[src/rtl/uart_tx_frame.sv]
// Parametrised UART transmitter: start bit, DATA_BITS data bits LSB first, optional parity, 1 or 2 stop bits.
// Define UART_TX_FIFO_EN to put a FIFO_DEPTH-entry input FIFO in front of the frame FSM.
module uart_tx_frame #(
  parameter int DATA_BITS    = 8,
  parameter int CLKS_PER_BIT = 16,
  parameter int FIFO_DEPTH   = 4
) (
  input  logic                 clk,
  input  logic                 reset,
  input  logic [DATA_BITS-1:0] tx_data,
  input  logic                 tx_valid,
  output logic                 tx_ready,
  input  logic                 parity_en,
  input  logic                 parity_odd,
  input  logic                 stop2,
  output logic                 txd,
  output logic                 busy,
  output logic                 tx_done
);

  localparam int CNT_W = (CLKS_PER_BIT > 2) ? $clog2(CLKS_PER_BIT) : 1;
  localparam logic [CNT_W-1:0] CNT_RELOAD = CNT_W'(CLKS_PER_BIT - 1);
  localparam logic [3:0] LAST_DATA = 4'(DATA_BITS - 1);

  if (DATA_BITS < 5 || DATA_BITS > 9 || CLKS_PER_BIT < 2 || FIFO_DEPTH < 2 ||
      (FIFO_DEPTH & (FIFO_DEPTH - 1)) != 0) begin : g_bad_param
    $error("uart_tx_frame: illegal parameter value");
  end

  typedef enum logic [2:0] {IDLE, START, DATA, PARITY, STOP} state_t;

  state_t               state_q, state_d;
  logic [CNT_W-1:0]     cnt_q, cnt_d;
  logic [3:0]           bit_idx_q, bit_idx_d;
  logic [DATA_BITS-1:0] shift_q, shift_d;
  logic                 par_en_q, par_en_d;
  logic                 par_bit_q, par_bit_d;
  logic                 stop2_q, stop2_d;
  logic                 txd_q, txd_d;
  logic                 busy_q, busy_d;
  logic                 done_q, done_d;

  logic                 bit_end, last_stop, can_load, load;
  logic                 src_valid, src_pe, src_po, src_s2;
  logic [DATA_BITS-1:0] src_data;
  logic                 fifo_nonempty;

  assign bit_end   = (cnt_q == '0);
  // Final cycle of the final stop bit: the slot where a new frame may be loaded gaplessly.
  assign last_stop = (state_q == STOP) && bit_end && (!stop2_q || bit_idx_q == 4'd1);
  assign can_load  = (state_q == IDLE) || last_stop;
  assign load      = can_load && src_valid;

`ifdef UART_TX_FIFO_EN
  localparam int PTR_W   = $clog2(FIFO_DEPTH);
  localparam int ENTRY_W = DATA_BITS + 3;

  logic [ENTRY_W-1:0] fifo_mem [FIFO_DEPTH];
  logic [PTR_W-1:0]   wr_ptr_q, wr_ptr_d, rd_ptr_q, rd_ptr_d;
  logic [PTR_W:0]     count_q, count_d;
  logic               fifo_full, push, pop;
  logic [ENTRY_W-1:0] head;

  // Full blocks a push even when a pop frees a slot in the same cycle.
  assign fifo_full     = (count_q == (PTR_W + 1)'(FIFO_DEPTH));
  assign fifo_nonempty = (count_q != '0);
  assign push          = tx_valid && !fifo_full;
  assign pop           = load;
  assign head          = fifo_mem[rd_ptr_q];
  assign {src_s2, src_po, src_pe, src_data} = head;
  assign src_valid     = fifo_nonempty;
  assign tx_ready      = !fifo_full;

  always_comb begin
    wr_ptr_d = wr_ptr_q;
    rd_ptr_d = rd_ptr_q;
    count_d  = count_q;
    if (push) wr_ptr_d = wr_ptr_q + 1'b1;
    if (pop)  rd_ptr_d = rd_ptr_q + 1'b1;
    case ({push, pop})
      2'b10:   count_d = count_q + 1'b1;
      2'b01:   count_d = count_q - 1'b1;
      default: count_d = count_q;
    endcase
  end

  always_ff @(posedge clk) begin
    if (push) fifo_mem[wr_ptr_q] <= {stop2, parity_odd, parity_en, tx_data};
  end

  always_ff @(posedge clk or posedge reset) begin
    if (reset) begin
      wr_ptr_q <= '0;
      rd_ptr_q <= '0;
      count_q  <= '0;
    end else begin
      wr_ptr_q <= wr_ptr_d;
      rd_ptr_q <= rd_ptr_d;
      count_q  <= count_d;
    end
  end
`else
  assign src_valid     = tx_valid;
  assign src_data      = tx_data;
  assign src_pe        = parity_en;
  assign src_po        = parity_odd;
  assign src_s2        = stop2;
  assign fifo_nonempty = 1'b0;
  assign tx_ready      = can_load;
`endif

  // txd_d always carries the level of the bit being entered, so txd is a plain flop output.
  always_comb begin
    state_d   = state_q;
    cnt_d     = cnt_q;
    bit_idx_d = bit_idx_q;
    shift_d   = shift_q;
    par_en_d  = par_en_q;
    par_bit_d = par_bit_q;
    stop2_d   = stop2_q;
    txd_d     = txd_q;
    busy_d    = busy_q;
    done_d    = 1'b0;

    if (state_q != IDLE) cnt_d = bit_end ? CNT_RELOAD : cnt_q - 1'b1;

    case (state_q)
      START: begin
        if (bit_end) begin
          state_d   = DATA;
          txd_d     = shift_q[0];
          shift_d   = shift_q >> 1;
          bit_idx_d = '0;
        end
      end
      DATA: begin
        if (bit_end) begin
          if (bit_idx_q == LAST_DATA) begin
            bit_idx_d = '0;
            if (par_en_q) begin
              state_d = PARITY;
              txd_d   = par_bit_q;
            end else begin
              state_d = STOP;
              txd_d   = 1'b1;
            end
          end else begin
            bit_idx_d = bit_idx_q + 4'd1;
            txd_d     = shift_q[0];
            shift_d   = shift_q >> 1;
          end
        end
      end
      PARITY: begin
        if (bit_end) begin
          state_d   = STOP;
          txd_d     = 1'b1;
          bit_idx_d = '0;
        end
      end
      STOP: begin
        if (last_stop) begin
          state_d = IDLE;
          txd_d   = 1'b1;
          busy_d  = 1'b0;
          done_d  = 1'b1;
        end else if (bit_end) begin
          bit_idx_d = 4'd1;
        end
      end
      default: ;
    endcase

    if (load) begin
      state_d   = START;
      txd_d     = 1'b0;
      busy_d    = 1'b1;
      cnt_d     = CNT_RELOAD;
      bit_idx_d = '0;
      shift_d   = src_data;
      par_en_d  = src_pe;
      par_bit_d = (^src_data) ^ src_po;
      stop2_d   = src_s2;
    end
  end

  always_ff @(posedge clk or posedge reset) begin
    if (reset) begin
      state_q   <= IDLE;
      cnt_q     <= '0;
      bit_idx_q <= '0;
      shift_q   <= '0;
      par_en_q  <= 1'b0;
      par_bit_q <= 1'b0;
      stop2_q   <= 1'b0;
      txd_q     <= 1'b1;
      busy_q    <= 1'b0;
      done_q    <= 1'b0;
    end else begin
      state_q   <= state_d;
      cnt_q     <= cnt_d;
      bit_idx_q <= bit_idx_d;
      shift_q   <= shift_d;
      par_en_q  <= par_en_d;
      par_bit_q <= par_bit_d;
      stop2_q   <= stop2_d;
      txd_q     <= txd_d;
      busy_q    <= busy_d;
      done_q    <= done_d;
    end
  end

  assign txd     = txd_q;
  assign tx_done = done_q;
  assign busy    = busy_q | fifo_nonempty;

endmodule

[config.mk]
export PLATFORM = sky130hd
export DESIGN_NAME = uart_tx_frame
export DESIGN_NICKNAME = d
export VERILOG_FILES = /design/src/rtl/uart_tx_frame.sv
export SDC_FILE = /design/constraint.sdc
export NUM_CORES = 1
export LEC_CHECK = 0
export ABC_AREA = 1
export CORE_MARGIN = 2
export CORE_UTILIZATION = 30
export CTS_CLUSTER_SIZE = 30
export DETAILED_ROUTE_END_ITERATION = 10
export GPL_TIMING_DRIVEN = 0
export PLACE_DENSITY = 0.58
export SLEW_MARGIN = 40
export SYNTH_ARGS = -nofsm -noshare
export SYNTH_HDL_FRONTEND = slang
export SYNTH_SLANG_ARGS = --single-unit
export TNS_END_PERCENT = 1
[constraint.sdc]
create_clock -name clk -period 1.85 [get_ports clk]
set_clock_uncertainty 0.05 [all_clocks]
set_input_delay 0.37 -clock clk [delete_from_list [all_inputs] [get_ports clk]]
set_output_delay 0.37 -clock clk [all_outputs]
set_load 0.005 [all_outputs]
# == Word-level counts from Yosys, hierarchy flattened ==
# Cells that the tools add are included.
# op_classes
n_addsub,2
n_eq_ne,15
mux,36
bitwise,1
reduce_logical,22
# op_table
op,count
2-to-1 mux 4 bit,9
2-to-1 mux 8 bit,4
!= test 3 bit (second input constant),8
2-to-1 mux 3 bit,7
case mux 8 bit (2 select lines),1
2-to-1 mux 1 bit,12
case mux 3 bit (4 select lines),1
case mux 4 bit (3 select lines),1
AND reduction 5 bit,2
parity 8 bit,1
== test 3 x 2 -> 1 bit (second input constant),2
AND reduction 6 bit,1
nonzero test 2 bit,3
nonzero test 3 bit,2
nonzero test 5 bit,1
adder 4 x 1 -> 4 bit (second input constant),1
== test 4 x 1 -> 1 bit (second input constant),1
== test 4 x 3 -> 1 bit (second input constant),1
zero test 4 bit,1
case mux 1 bit (4 select lines),1
AND reduction 4 bit,1
nonzero test 4 bit,1
subtractor 4 x 1 -> 4 bit (second input constant),1
== test 3 x 1 -> 1 bit (second input constant),1
9 further kinds,12
# word_totals
ff_bits,25
in_bits,14
output_inout_bits,4
word_cells,86

# == Logic depth before layout (Yosys ltp) ==
# Gate-level depths: netlist of the first run.
# logic_depth
depth_word,7
depth_mapped,11
depth_no_buf,11

# == Least setup slack after synthesis of the first run ==
# OpenSTA, ideal clock, no wires.
# synth_timing
kind,reg2reg
from,register cnt_q[0]
to,register state_q[0]
setup_time_ns,0.118
arrival_ns,1.373
t_required_ns,1.682
setup_slack_ns,0.309
stages_incl_launch_ff,10
path_buffers,0
synth_period_minus_slack_ns,1.541
path_cell_list,dfrtp_1 > inv_1 > ha_1 > nand2_1 > inv_1 > nor2_1 > a21oi_1 > nand3_1 > nand2_1 > nand2_1
# synth_between
elab_chain_len,7
word_cells_on_any_way,13
classes_between,eq/ne (5); mux (1); reduce/logical (7)
# synth_lines
element,line,text
start: declaration,33,"logic [CNT_W-1:0] cnt_q, cnt_d;"
start signal: assignment,201,cnt_q <= cnt_d;
zero test 4 bit *,48,assign bit_end = (cnt_q == '0);
logical AND 1 bit (2 in a row),50,assign last_stop = (state_q == STOP) && bit_end && (!stop2_q || bit_idx_q == 4'd1);
logical OR 1 bit,51,assign can_load = (state_q == IDLE) || last_stop;
logical AND 1 bit,52,assign load = can_load && src_valid;
!= test 3 bit (no source line) / nonzero test 5 bit (equally long branches),n/a,
AND reduction 6 bit (no source line),n/a,
end signal: assignment,200,state_q <= state_d;
end: declaration,32,"state_t state_q, state_d;"
# Every way passes the cells marked *; elsewhere a longest branch is shown, timed or not.
# A chain may end at the register's enable or synchronous reset.

# == Final worst setup path of the first run ==
# layout_timing
from,register cnt_q[1]
to,output port tx_ready
# layout_between
elab_chain_len,4
# layout_lines
element,line,text
zero test 4 bit,48,
logical AND 1 bit (2 in a row),50,
logical OR 1 bit,51,
end: declaration,12,"output logic tx_ready,"
# No other way between the ends.

==> metrics.md, run 1 <==
| Metric | Value |
|---|---|
| Status | completed |
| Arr. time, crit path | 1.31 ns |
| CP Class | flip-flop to output pin |
| Top Usage Layer GRT | met2 |
| Total Power | 2.863 mW |
| CTS tree | done |
| Row Count | 26 |
| PD cells | 1406 mW/mm^2 |
| Grt ovf | 0 |
| Htree depth | 1 |
| Commonest non-fill, non-tap cell in the layout | nand2_1 |
| Fmax | 576.6 MHz |
| Via count | 1465 |
| End of the critical path | tx_ready |
| Initial DRT Pass Iterations | 4 |
| Grt met2 use | 22.19% |
| Setup crit start | cnt_q[1] |
| Die area | 0.005921 mm^2 |
| Max Root-Sink Buffers | 2 |
| Total CTS buffers | 3 |
| Worst-Skew Late Latency | 0.28 ns |
| First-pass GRT wire length | 5.996 mm |
| Vias in the first global route | 1418 |
| Die X | 76.95 um |
| GP Congestion | 0.8313 |
| # diodes | 0 |
| Slew of the pin with the lowest slew margin | 0.5154 ns |
| Cell Area, Placed | 0.001854 mm^2 |
| Commonest non-fill, non-tap cells in the layout | 92 x nand2_1, 32 x inv_1, 23 x nand3_1 |
| Remaining DRCs | 0 |
| Sequential area share after synthesis | 39.26% |
| Dpl ws | -0.2103 ns |
| Cell area after layout | 0.002036 mm^2 |
| WP data required | 1.43 ns |
| M1 GR Usage | 14.83% |
| Final min period | 1.734 ns |
| Leak pwr | 1.104 nW |
| Final Max Tran Viols | 0 |
| Starting Density | 31.26% |
| Fin util | 39.86% |
| Worst Path Max Fanout | 4 |
| Vias/cell | 4.360 |
| Startpoint types | flip-flop |
| Reg2reg end | shift_q[2] |
| I/O pins | 18 |
| Count of cell types in the netlist | 24 |
| DR WL/cell | 10.21 um |
| Reg-to-reg slack, setup | 0.16 ns |
| Port Buf Inserts | 17 |
| R2R depth | 8 |
| Nets@finish | 285 |
| Yosys reg bits | 25 |
| Worst setup EP type | output pin |
| Critical R2R Launch | bit_idx_q[0] |
| Hold crit path type | primary input to asynchronous set/reset pin |
| WL final | 3.429 mm |
| Post-Synthesis Cell Area | 0.001597 mm^2 |
| Post-route setup slack | 0.1158 ns |
| Post-Synthesis Cells | 232 |
| Peak VDD IR | 458.0 uV |
| Post-DRT Antenna Nets | 0 |
| Max Cap Viol | 0 |
| Share of layout cells above drive strength 1 | 17.29% |
| RSZ-0062 raised after global routing | no |
| Largest net degree at the start of global routing | 26 |
| HPWL after DPL | 2.503 mm |
| Die height | 76.95 um |
| Fin. Hold Viols | 0 |
| Ys Warns | 0 |
| Initial DRC Count | 76 |
| Reg clk slew, reported paths | 0.10 ns |
| Root buffer cell | clkbuf_8 |
| Total GRT Usage | 12.39% |
| Initial antenna violation count | 0 |
| Synth-to-Final Area Change | 27.51% |
| Worst rel slew slack | 65.59% |
| # setup viols final | 0 |
| Post-Syn Nets | 250 |
| Final Cycle Share | 93.74% |
| Clk sink count | 25 |
| Met3 usage | 3.294% |
| Post-Syn Area per Cell | 6.882 um^2 |
| Core area | 0.005107 mm^2 |
-- kinds of logic (layout without fill, tap and decap cells) --
| group | after synthesis | in the layout | synth area share [%] |
|---|---|---|---|
| adders and majority gates | 4 | 4 | 3.135 |
| buffers and inverters | 39 | 73 | 9.640 |
| AOI/OAI and AO/OA | 18 | 18 | 6.505 |
| xor gates and xnor gates | 2 | 2 | 1.097 |
| and+or+nand+nor | 144 | 144 | 40.36 |
| DFF | 25 | 25 | 39.26 |
-- registers in the layout, summed over array words and instances, names as in the netlist --
signal,cells
par_bit_q,1
bit_idx_q,4
tx_done,1
txd,1
stop2_q,1
state_q,3
par_en_q,1
shift_q,8
cnt_q,4
busy,1
-- power by group --
| group | switching (mW) | leakage, nW | internal (mW) |
|---|---|---|---|
| Clock | 0.189 | 0.0261 | 0.158 |
| Combinational | 0.888 | 0.778 | 0.643 |
| Sequential | 0.189 | 0.300 | 0.797 |
-- repair_timing --
action / CTS / global route
gates cloned: 0 / 0
hold buffers: 0 / 0
buffers inserted: 7 / 6
setup endpoints to repair: 1 / 12
resized for setup: 11 / 8
pin swaps: 3 / 6
-- layout make-up --
class                   instances  area (um^2)
well taps                      70        87.58
inverters                      38        142.6
plain buffers                   1        11.26
flip-flops and latches         25        629.4
multi-input cells             168        852.1
repair buffers                 30        262.8
clock buffers                   3        41.29
clock inverters                 1        8.758
fillers                       571         3072
-- how the worst min path moves through the flow --
stage	from	endpoint	slack, ns	cells after the start
2_1_floorplan	reset	bit_idx_q[0]	0.35	1
3_3_place_gp	txd	txd	0.40	2
3_5_place_dp	txd	txd	0.41	2
4_1_cts	reset	shift_q[1]	0.41	2
5_1_grt	reset	shift_q[1]	0.44	2
6_report	reset	state_q[0]	0.39	2
-- metrics by stage --
step	hold slack [ns]	std cells	setup TNS, ns
final	0.3874	336	0
after global routing	0.4404	336	0
after CTS	0.4123	330	0
after detailed placement	0.4051	319	-0.2768
after global placement	0.4036	319	-0.2106
after floorplan	0.3466	232	0
-- cell usage after synthesis (all sizes together) --
cell type  instances  area share, %
a21oi              6            2.6
buf                1           0.71
dfrtp             24             38
dfstp              1            1.6
ha                 4            3.1
inv               38            8.9
nand2            100             26
nand3             24            7.5
nand3b             1           0.47
nand4              2           0.78
nor2              14            4.9
nor3               1           0.31
nor3b              1           0.47
o211ai             1           0.47
o21ai             11            3.4
or2                1           0.39
xor2               2            1.1
-- per-layer routing --
metal / share of wire, % / vias to the layer above
li1: - / 786
met1: 47 / 655
met2: 49 / 22
met3: 3.5 / 2
met4: 0.61 / 0
met5: 0 / -
-- critical path, cell delays in order (launching register included) --
cell and delay [ns]:
dfrtp_1 0.40, inv_2 0.09, ha_4 0.14, nand2_4 0.06, nor2_4 0.12, nand2_4 0.07
nand2_4 0.05, buf_2 0.10
(Power assumes the default switching activity.)
==> run 2: changes to the inputs <==
--- a/config.mk
+++ b/config.mk
@@ -8,10 +8,11 @@
 export ABC_AREA = 1
 export CORE_MARGIN = 2
 export CORE_UTILIZATION = 30
+export CTS_BUF_LIST = sky130_fd_sc_hd__clkbuf_4 sky130_fd_sc_hd__clkbuf_8
 export CTS_CLUSTER_SIZE = 30
 export DETAILED_ROUTE_END_ITERATION = 10
 export GPL_TIMING_DRIVEN = 0
-export PLACE_DENSITY = 0.58
+export PLACE_DENSITY = 0.51
 export SLEW_MARGIN = 40
 export SYNTH_ARGS = -nofsm -noshare
 export SYNTH_HDL_FRONTEND = slang
==> metrics.md, run 2 (synthesis gave the netlist of run 1 again) <==
| Metric | Value |
|---|---|
| Status | completed (unchanged) |
| Psw | 1.247 mW (was 1.265 mW) |
| CP bufs+invs | 2 (unchanged) |
| Commonest non-fill, non-tap cells in the layout | 93 x nand2_1, 33 x inv_1, 23 x nand3_1, 23 x dfrtp_1, 16 x clkdlybuf4s50_1 (was 92 x nand2_1, 32 x inv_1, 23 x nand3_1) |
| Htree depth | 1 (unchanged) |
| Slowest stage delay, CP | 0.40 ns (about the same) |
| Fin. Hold Viols | 0 (unchanged) |
| # diodes | 0 (unchanged) |
| Fmax | 552.8 MHz (was 576.6 MHz) |
| Clk pwr share | 12.0% (was 12.1%) |
| Slew of the pin with the lowest slew margin | 0.5475 ns (was 0.5154 ns) |
| Root buffer cell | clkbuf_8 (unchanged) |
| Register Area | 628.1 um^2 (was 629.4 um^2) |
| Row Count | 26 (unchanged) |
| Synth-to-Final Area Change | 27.98% (was 27.51%) |
| Grt ovf | 0 (unchanged) |
| Worst-Skew Late Latency | 0.27 ns (was 0.28 ns) |
| Max reg flops | 8 (unchanged) |
| Seq pwr share | 34.1% (was 34.4%) |
| Initial DRT Pass Iterations | 4 (unchanged) |
| Fill cells | 558 (was 571) |
| Final Max Tran Viols | 0 (unchanged) |
| PD cells | 1403 mW/mm^2 (was 1406 mW/mm^2) |
| WL final | 3.424 mm (was 3.429 mm) |
| DR WL/cell | 10.25 um (was 10.21 um) |
| Worst setup EP type | output pin (unchanged) |
| Hold crit path type | primary input to asynchronous set/reset pin (unchanged) |
| Worst Path Max Fanout | 5 (was 4) |
| Die height | 76.95 um (unchanged) |
| First-pass GRT wire length | 6.382 mm (was 5.996 mm) |
| Total GRT Usage | 12.99% (was 12.39%) |
| Footprint of the multi-input gates | 858.3 um^2 (was 852.1 um^2) |
| CP max-delay cell | dfrtp_1 (unchanged) |
| Vias in the first global route | 1427 (was 1418) |
| Share of layout cells above drive strength 1 | 15.53% (was 17.29%) |
| Startpoint types | flip-flop (unchanged) |
| Leak pwr | 1.097 nW (was 1.104 nW) |
| Hold bufs inserted after CTS | 0 (unchanged) |
| Port Buf Inserts | 17 (unchanged) |
| Final Cycle Share | 97.78% (was 93.74%) |
| Arr. time, crit path | 1.39 ns (was 1.31 ns) |
| Vias/cell | 4.329 (was 4.360) |
| Total CTS buffers | 3 (unchanged) |
| Die area | 0.005921 mm^2 (unchanged) |
| Biggest regs | shift_q x8, bit_idx_q x4, cnt_q x4 (unchanged) |
| Initial antenna violation count | 0 (unchanged) |
| Fin util | 40.00% (was 39.86%) |
| Initial DRC Count | 63 (was 76) |
| Max Root-Sink Buffers | 2 (unchanged) |
| Max Cap Viol | 0 (unchanged) |
| CTS tree | done (unchanged) |
| P_int | 1.619 mW (was 1.598 mW) |
| Fin Hold WS | 0.4130 ns (was 0.3874 ns) |
| Die X | 76.95 um (unchanged) |
| Final min period | 1.809 ns (was 1.734 ns) |
| Reg clk slew, reported paths | 0.09 ns (was 0.10 ns) |
| Top reg by flops | shift_q (unchanged) |
| Worst rel slew slack | 63.44% (was 65.59%) |
| Combinational group share of total power | 53.9% (was 53.5%) |
| Cell mode on critical path | nand2_4 (unchanged) |
| Post-DRT Antenna Nets | 0 (unchanged) |
| Commonest non-fill, non-tap cell in the layout | nand2_1 (unchanged) |
| Crit-path cells | inv_2, ha_4, nand2_4, nor2_4, nand2_4, nand2_4, clkdlybuf4s15_2 (was inv_2, ha_4, nand2_4, nor2_4, nand2_4, nand2_4, buf_2) |
| CP Class | flip-flop to output pin (unchanged) |
| Largest net degree at the start of global routing | 26 (unchanged) |
| # setup viols final | 0 (unchanged) |
| Peak VDD IR | 441.4 uV (was 458.0 uV) |
| HPWL after DPL | 2.539 mm (was 2.503 mm) |
| Nets@finish | 283 (was 285) |
| WP data required | 1.43 ns (about the same) |
| Clk sink count | 25 (unchanged) |
| Remaining DRCs | 0 (unchanged) |
| RSZ-0062 raised after global routing | yes (was no) |
| GP Congestion | 0.8337 (was 0.8313) |
| Core area | 0.005107 mm^2 (unchanged) |
| Post-Route Setup TNS | 0 ns (unchanged) |
| Starting Density | 31.26% (unchanged) |
| Crit path max-delay family | flip-flops (unchanged) |
| Switch share | 43.51% (was 44.18%) |
| Via count | 1446 (was 1465) |
| I/O pins | 18 (unchanged) |
[run 2: changes by cell type in the layout (fill, tap and decap cells not counted), sizes merged]
cell / change
clkdlybuf4s15: +1
inv: -1
clkbuf: +1
buf: -3
[run 2: cell type report]
class,instances,share of cell area (%)
timing repair buffer,28,13.04
sequential,25,30.74
inverter,38,6.981
tap,70,4.287
multi-input combinational,168,42.01
buffer,1,0.5511
clock buffer,4,2.388
[run 2: final timing paths]
check	cells after the start	from	endpoint	slack, ns
worst min-delay path	2	reset	tx_done	0.41
worst min register to register	2	txd	txd	0.42
max in group asynchronous	2	reset	state_q[0]	0.95
min in group clk	2	txd	txd	0.42
worst max-delay path	7	cnt_q[1]	tx_ready	0.04
worst max register to register	11	bit_idx_q[0]	shift_q[0]	0.15
[run 2: power groups by stage]
stage | clock network [mW] | registers [mW] | logic [mW]
floorplan | 0 | 0.952 | 1.01
finish | 0.344 | 0.978 | 1.54
CTS | 0.361 | 0.975 | 1.51
global placement | 0 | 0.997 | 1.29
global route | 0.389 | 1.01 | 1.80
detailed placement | 0 | 0.997 | 1.30
[run 2: layer usage]
layer,vias up,part of all wire [%],GRT usage (%)
li1,780,-,-
met1,651,52,18.46
met2,13,45,20.61
met3,2,2.4,2.000
met4,0,0.50,3.273
met5,-,0,0
[run 2: through the flow]
| step | worst slack, ns | cell area (um^2) | instances | power, mW |
|---|---|---|---|---|
| 3_3_place_gp | -0.2111 | 1854 | 319 | 2.292 |
| 2_1_floorplan | 0.3095 | 1597 | 232 | 1.962 |
| 6_report | 0.04106 | 2043 | 334 | 2.866 |
| 3_5_place_dp | -0.2083 | 1854 | 319 | 2.301 |
| 5_1_grt | -0.04093 | 2043 | 334 | 3.200 |
| 4_1_cts | 0.02800 | 1998 | 332 | 2.842 |
[run 2: what timing repair did]
item,4_1_cts,5_1_grt
setup buffers,9,2
pin swaps,4,2
endpoints found under the setup margin,1,12
resized for setup,12,3
